File: src/rtl/seg_scan_driver.sv
// Four-digit multiplexed seven-segment scanner with a per-frame value snapshot.
// Optional build macro SEG_SCAN_LEADING_ZERO_BLANK_EN blanks leading zero digits.
module seg_scan_driver #(
  parameter int unsigned SCAN_DIV = 16
) (
  input  logic        clkDisplay,
  input  logic        reset,
  input  logic [31:0] value,
  input  logic        displayHiLo,
  output logic [3:0]  bitSel,
  output logic [6:0]  segSel
);

  localparam logic [15:0] CNT_MAX = 16'(SCAN_DIV - 1);

  logic [15:0] prescaler;
  logic [1:0]  index;
  logic [15:0] snapshot;

  logic        tick;
  logic        frame_start;
  logic [1:0]  next_index;
  logic [15:0] next_snapshot;
  logic [3:0]  nibble;
  logic        blank;
  logic [6:0]  next_seg;

  function automatic logic [6:0] hex_font(input logic [3:0] n);
    case (n)
      4'h0: hex_font = 7'b1000000;
      4'h1: hex_font = 7'b1111001;
      4'h2: hex_font = 7'b0100100;
      4'h3: hex_font = 7'b0110000;
      4'h4: hex_font = 7'b0011001;
      4'h5: hex_font = 7'b0010010;
      4'h6: hex_font = 7'b0000010;
      4'h7: hex_font = 7'b1111000;
      4'h8: hex_font = 7'b0000000;
      4'h9: hex_font = 7'b0010000;
      4'hA: hex_font = 7'b0001000;
      4'hB: hex_font = 7'b0000011;
      4'hC: hex_font = 7'b1000110;
      4'hD: hex_font = 7'b0100001;
      4'hE: hex_font = 7'b0000110;
      default: hex_font = 7'b0001110;
    endcase
  endfunction

  // NOTE: every signal written here gets a value on every path, so no latch is inferred.
  always_comb begin
    tick        = (prescaler == CNT_MAX);
    frame_start = tick && (index == 2'd3);
    next_index  = index + 2'd1;
    // Digit 0 of a new frame must come from the halfword being latched now.
    next_snapshot = snapshot;
    if (frame_start) next_snapshot = displayHiLo ? value[31:16] : value[15:0];
    nibble = 4'(next_snapshot >> {next_index, 2'b00});
    blank  = 1'b0;
`ifdef SEG_SCAN_LEADING_ZERO_BLANK_EN
    case (next_index)
      2'd3:    blank = (next_snapshot[15:12] == 4'h0);
      2'd2:    blank = (next_snapshot[15:8]  == 8'h00);
      2'd1:    blank = (next_snapshot[15:4]  == 12'h000);
      default: blank = 1'b0;
    endcase
`endif
    next_seg = blank ? 7'b1111111 : hex_font(nibble);
  end

  // NOTE: sequential state uses non-blocking assignments so all registers update together.
  always_ff @(posedge clkDisplay or negedge reset) begin
    if (!reset) begin
      prescaler <= '0;
      index     <= 2'd3;
      snapshot  <= '0;
      bitSel    <= 4'b1111;
      segSel    <= 7'b1111111;
    end else begin
      prescaler <= tick ? 16'd0 : prescaler + 16'd1;
      if (tick) begin
        index    <= next_index;
        snapshot <= next_snapshot;
        bitSel   <= ~(4'b0001 << next_index);
        segSel   <= next_seg;
      end
    end
  end

endmodule

File: config.mk
export PLATFORM = sky130hd
export DESIGN_NAME = seg_scan_driver
export DESIGN_NICKNAME = d
export VERILOG_FILES = /design/src/rtl/seg_scan_driver.sv
export SDC_FILE = /design/constraint.sdc
export NUM_CORES = 1
export LEC_CHECK = 0
export BUFFER_PORTS_ARGS = -buffer_cell sky130_fd_sc_hd__buf_2
export CAP_MARGIN = 20
export CORE_MARGIN = 2
export CORE_UTILIZATION = 25
export CTS_BUF_LIST = sky130_fd_sc_hd__clkbuf_16
export DETAILED_ROUTE_END_ITERATION = 16
export GPL_TIMING_DRIVEN = 0
export PLACE_DENSITY_LB_ADDON = 0.08
export SLEW_MARGIN = 30
export SYNTH_ARGS = -nofsm -noshare
export SYNTH_HDL_FRONTEND = slang
export SYNTH_SLANG_ARGS = --single-unit
File: constraint.sdc
create_clock -name clkDisplay -period 10.1 [get_ports clkDisplay]
set_clock_uncertainty 0.2 [all_clocks]
set_input_delay 1.515 -clock clkDisplay [delete_from_list [all_inputs] [get_ports clkDisplay]]
set_output_delay 1.515 -clock clkDisplay [all_outputs]
set_load 0.005 [all_outputs]
==> flow_summary.yaml, run 1 <==
grt:
  first_global_vias: 1818
  gr-total-overflow: 0
  grtUsageTotal_pct: 10.8
  antenna_found_initial: 0
  grt_start_max_net_pins: 46
  grt_first_pass_wirelength_mm: 9.47
yosys:
  ys_seq_area_share_pct: 44.9
  netlist.area_leader.share_pct: 31.5
  ys_seq_elements: 45
  yosysTopAreaCell: "dfrtp_1"
  synth.cell_area_sq_mm: 0.00254
  syn_nets: 281
  yosys_warnings: 0
  synthCells: 235
  ys_types: 42
  synth_area_leaders: "dfrtp_1, dfstp_2, mux2_2, mux4_2, ha_1"
  avgSynthCellArea_sq_um: 10.8
run_status:
  outcome: "completed"
timing:
  fin_tns_setup_ps: 0
  tightest_slew_ps: 860
  drv_slew: 0
  fin_crit_sh_pct: 38.4
  fin_crit_ps: 3880
  fmax_ghz: 0.258
  slew_headroom_pct: 42.2
  report.final.hold_viol_count: 0
  setup_violations: 0
  rsz0062_at_grt: "no"
cts:
  postCtsHoldBufs: 0
  cts_resized: 0
  numCtsBuffers: 5
  clk_pin_slew_ps: 60
  cts_setup_buffers: 0
  cts_tree: "done"
  clock_tree.root_cell: "clkbuf_16"
  cts_max_path_buffers: 2
  cts_sinks: 45
  htreeDepth: 2
  clk_latency_ps: 280
floorplanning:
  fp.dieArea_sq_mm: 0.0110
  rows: 36
  initial_utilization_pct: 25.9
  fp.dieH_um: 105
  ios: 46
  core_area_sq_mm: 0.00982
  die_w_um: 105
worst_hold_path:
  hold_class: "reg2reg"
  holdPathEnd: "segSel[2]"
  hold_start: "segSel[2]"
  holdPathStages: 2
setup_path:
  crit_required_ps: 10130
  cp-startpoint: "displayHiLo"
  cp_slowest_cell: "mux4_2"
  critPathCaptureType: "register"
  slowest_delay_ps: 490
  reg2reg_slack_ps: 6290
  worstPathCellList: "buf_2, buf_6, mux2_2, mux4_2, mux2i_2, or3b_2, o211ai_1, o21a_1"
  cpLargestDelayFamily: "multiplexers"
  reg2reg_depth: 9
  criticalPathCategory: "in2reg"
  start_kind: "primary input"
  worstReg2RegStart: "index[0]"
  crit_arrival_ps: 3900
  reg2reg_to: "segSel[5]"
  worst-path-buf-inv: 2
  path_max_fanout: 10
final_layout:
  finalNonFillerCells: 420
  drive_above_1_share_pct: 33.8
  nets: 332
  diodes: 0
  postLayoutCoreUtil_pct: 31.5
  fillCellCount: 1043
  synthToLayoutAreaGrowth_pct: 21.7
route:
  wire_per_inst_um: 13.3
  ant_nets: 0
  vias: 1776
  vias_per_cell: 4.23
  wl_mm: 5.57
  drc: 0
  drt_iter0_markers: 67
  drtPass1Iterations: 4
pwr:
  p_leak_nw: 1.48
  vdd_ir_drop_max_mv: 0.0779
  power_density_mw_per_mm2: 124
placement:
  gp_congestion: 0.729
  hpwl_mm: 4.03
  port_buffers: 44
  dp_cells: 412
job:
  drv_cap: 0
[cells in the mapped netlist, drive strengths merged]
cell type,number
a2111oi,1
a21o,1
a21oi,5
a22oi,1
and2,1
and3,3
and4b,1
buf,6
clkbuf,4
clkinv,1
dfrtp,32
dfstp,13
ha,11
inv,14
mux2,14
mux2i,13
mux4,7
nand2,34
nand3,6
nand4,1
nand4b,1
nor2,14
nor2b,3
nor3,4
nor4,2
o211ai,1
o21a,1
o21ai,15
o31ai,2
or2,1
or3,2
or3b,1
or4,3
xnor2,10
xor2,6
[sequential cells by signal, indices dropped and copies added (netlist names)]
signal	flops
snapshot	16
prescaler	16
segSel	7
index	2
bitSel	4
[per-stage QoR]
step                      setup WS (ps)  instance area, sq um  hold WS (ps)  total power [mW]
after detailed placement           5900                  2930           255             0.203
after floorplan                    6200                  2540           233             0.191
after CTS                          6200                  3090           265             0.392
after global routing               6030                  3090           282             0.400
final                              6220                  3090           261             0.383
after global placement             5910                  2930           249             0.202
[where the power goes]
part	switching, mW	internal, mW
clock network	0.0695	0.115
logic	0.00876	0.00936
registers	0	0.180
[layout by cell type (no fill, tap or decap), types with 2 or more instances in the layout]
cell type,instances
mux2i_1,12
o21ai_0,14
nor2b_1,3
nor2_1,14
clkbuf_16,5
clkinv_1,2
dfstp_2,13
nand3_1,6
mux4_2,7
o31ai_1,2
buf_2,44
or3_1,2
and3_1,3
mux2_2,14
clkbuf_1,4
or4_4,2
ha_1,11
nor3_1,4
a21oi_1,4
nand2_1,34
dfrtp_1,32
xor2_1,6
inv_1,15
xnor2_1,10
buf_6,4
[tightest hold or removal path, cell delays in order (launching register included)]
cell and delay [ps]:
dfstp_2 370, nand2_1 40, o21ai_1 50
[metal layers]
metal	GRT usage, %	vias up	routed length, um	part of all wire, %
met5	0	-	0	0
met1	14.7	836	2780	50
met3	2.31	2	179	3.2
met2	17.4	32	2570	46
li1	-	906	-	-
met4	2.86	0	32	0.57
[cell type report]
class | count | area (sq um) | area share, %
Buffer | 10 | 68.8 | 2.22
Timing Repair Buffer | 44 | 223 | 7.20
Inverter | 15 | 56.3 | 1.82
Sequential cell | 45 | 1140 | 36.9
Multi-Input combinational cell | 165 | 1270 | 41.2
Clock buffer | 5 | 125 | 4.04
Clock inverter | 3 | 37.5 | 1.21
Tap cell | 133 | 166 | 5.38
[logic make-up after synthesis]
| kind of cell | share of synthesized area (%) |
|---|---|
| buffers and inverters | 4.92 |
| flip-flops | 44.9 |
| XOR/XNOR | 5.51 |
| AND/OR/NAND/NOR | 15.1 |
| AO/OA/AOI/OAI | 6.45 |
| adder cells (fa/ha/maj) | 5.41 |
| multiplexers | 17.7 |
[worst max path at each step]
stage                     slack, ps  cells after the start        end
after CTS                      6200                      8  segSel[5]
after detailed placement       5900                      8  segSel[5]
final                          6220                      8  segSel[5]
after global routing           6030                      9  segSel[5]
after floorplan                6200                      8  segSel[5]
after global placement         5910                      8  segSel[5]
Power figures use the tool's default switching activity.
==> run 2: changes to the inputs <==
clock period = 4 ns   (was 10.1 ns; I/O delays follow)
==> flow_summary.yaml, run 2 (synthesized netlist as in run 1, its figures left out) <==
run_status:
  outcome: "completed"
cts:
  numCtsBuffers: 5
  cts_resized: 0
  cts_setup_buffers: 0
  postCtsHoldBufs: 0
  clock_tree.root_cell: "clkbuf_16"
  clk_latency_ps: 280
  cts_max_path_buffers: 2
  cts_sinks: 45
  htreeDepth: 2
  cts_tree: "done"
  clk_pin_slew_ps: 60
timing:
  setup_violations: 0
  tightest_slew_ps: 825
  fin_crit_sh_pct: 89.8
  fin_crit_ps: 3590
  fin_tns_setup_ps: 0
  slew_headroom_pct: 44.5
  rsz0062_at_grt: "no"
  fin_hold_ws_ps: 127
  fin_ws_ps: 410
  drv_slew: 0
  fmax_ghz: 0.279
  report.final.hold_viol_count: 0
floorplanning:
  initial_utilization_pct: 25.9
  fp.dieArea_sq_mm: 0.0110
  rows: 36
  die_w_um: 105
  core_area_sq_mm: 0.00982
  fp.dieH_um: 105
  ios: 46
setup_path:
  worstPathCellList: "clkinv_1, ha_1, mux4_2, mux2_2, ha_1, or3b_2, o211ai_1, o21a_1"
  crit_top_cell: "ha_1"
  path_max_fanout: 8
  worst-path-buf-inv: 1
  slowest_delay_ps: 680
  crit_required_ps: 4030
  crit_arrival_ps: 3620
  start_kind: "register"
  criticalPathCategory: "reg2reg"
  cpLargestDelayFamily: "multiplexers"
  cp_slowest_cell: "ha_1"
  critPathCaptureType: "register"
route:
  wl_mm: 5.55
  drtPass1Iterations: 4
  vias: 1765
  wire_per_inst_um: 13.2
  ant_nets: 0
  drt_iter0_markers: 80
  drc: 0
  vias_per_cell: 4.21
final_layout:
  reg_top3: "prescaler (16), snapshot (16), segSel (7)"
  final_common_cell: "buf_2"
  diodes: 0
  postLayoutCoreUtil_pct: 31.5
  layout_common_cells: "buf_2, nand2_1, dfrtp_1, inv_1"
  drive_above_1_share_pct: 33.9
  synthToLayoutAreaGrowth_pct: 21.6
  final_area_sq_mm: 0.00309
  nets: 331
job:
  drv_cap: 0
placement:
  hpwl_mm: 4.03
  dp_slack_ps: 151
  port_buffers: 44
  dpl-instance-area_sq_mm: 0.00293
  gp_congestion: 0.729
worst_hold_path:
  hold_class: "in2async"
grt:
  grtUsageTotal_pct: 10.8
  first_global_vias: 1818
  gr-total-overflow: 0
  grt_start_max_net_pins: 46
  grt_first_pass_wirelength_mm: 9.47
  antenna_found_initial: 0
pwr:
  vdd_ir_drop_max_mv: 0.196
  p_leak_nw: 1.48
  power_density_mw_per_mm2: 313
-- run 2: cell count changes in the layout (fill, tap and decap cells not counted) --
cell | previous run | this run
buf_1 | 1 | 0
-- run 2: final timing paths --
check | start | endpoint | slack, ps | cells after the start
max | index[0] | segSel[5] | 410 | 8
min | reset | snapshot[7] | 130 | 1
max reg2reg | index[0] | segSel[5] | 410 | 8
min reg2reg | segSel[2] | segSel[2] | 260 | 2
max in group asynchronous | reset | prescaler[5] | 3060 | 1
min in group clkDisplay | segSel[2] | segSel[2] | 260 | 2
-- run 2: report_power, final --
part	switching (mW)	total, mW	leakage [nW]	internal (mW)
combinational	0.0221	0.0458	0.880	0.0236
clock	0.174	0.465	0.0826	0.291
sequential	0	0.456	0.516	0.456
total	0.197	0.967	1.48	0.770
-- run 2: stage by stage --
step | std cells | power, mW
3_3_place_gp | 412 | 0.511
5_1_grt | 419 | 1.01
4_1_cts | 420 | 0.990
3_5_place_dp | 412 | 0.512
6_report | 419 | 0.967
2_1_floorplan | 235 | 0.482
-- run 2: area by class of cell --
cell class                 instances  area, sq um
fill                            1045         6730
clock inverter                     3         37.5
buffer                             9         65.1
multi-input combinational        165         1270
clock buffer                       5          125
inverter                          15         56.3
timing repair buffer              44          223
tap                              133          166
sequential                        45         1140
-- run 2: per-layer routing --
layer,track usage [%],part of all wire (%),wire (um)
met4,2.86,0.58,32
met3,2.31,2.9,163
met1,14.7,50,2760
met2,17.4,47,2590
met5,0,0,0
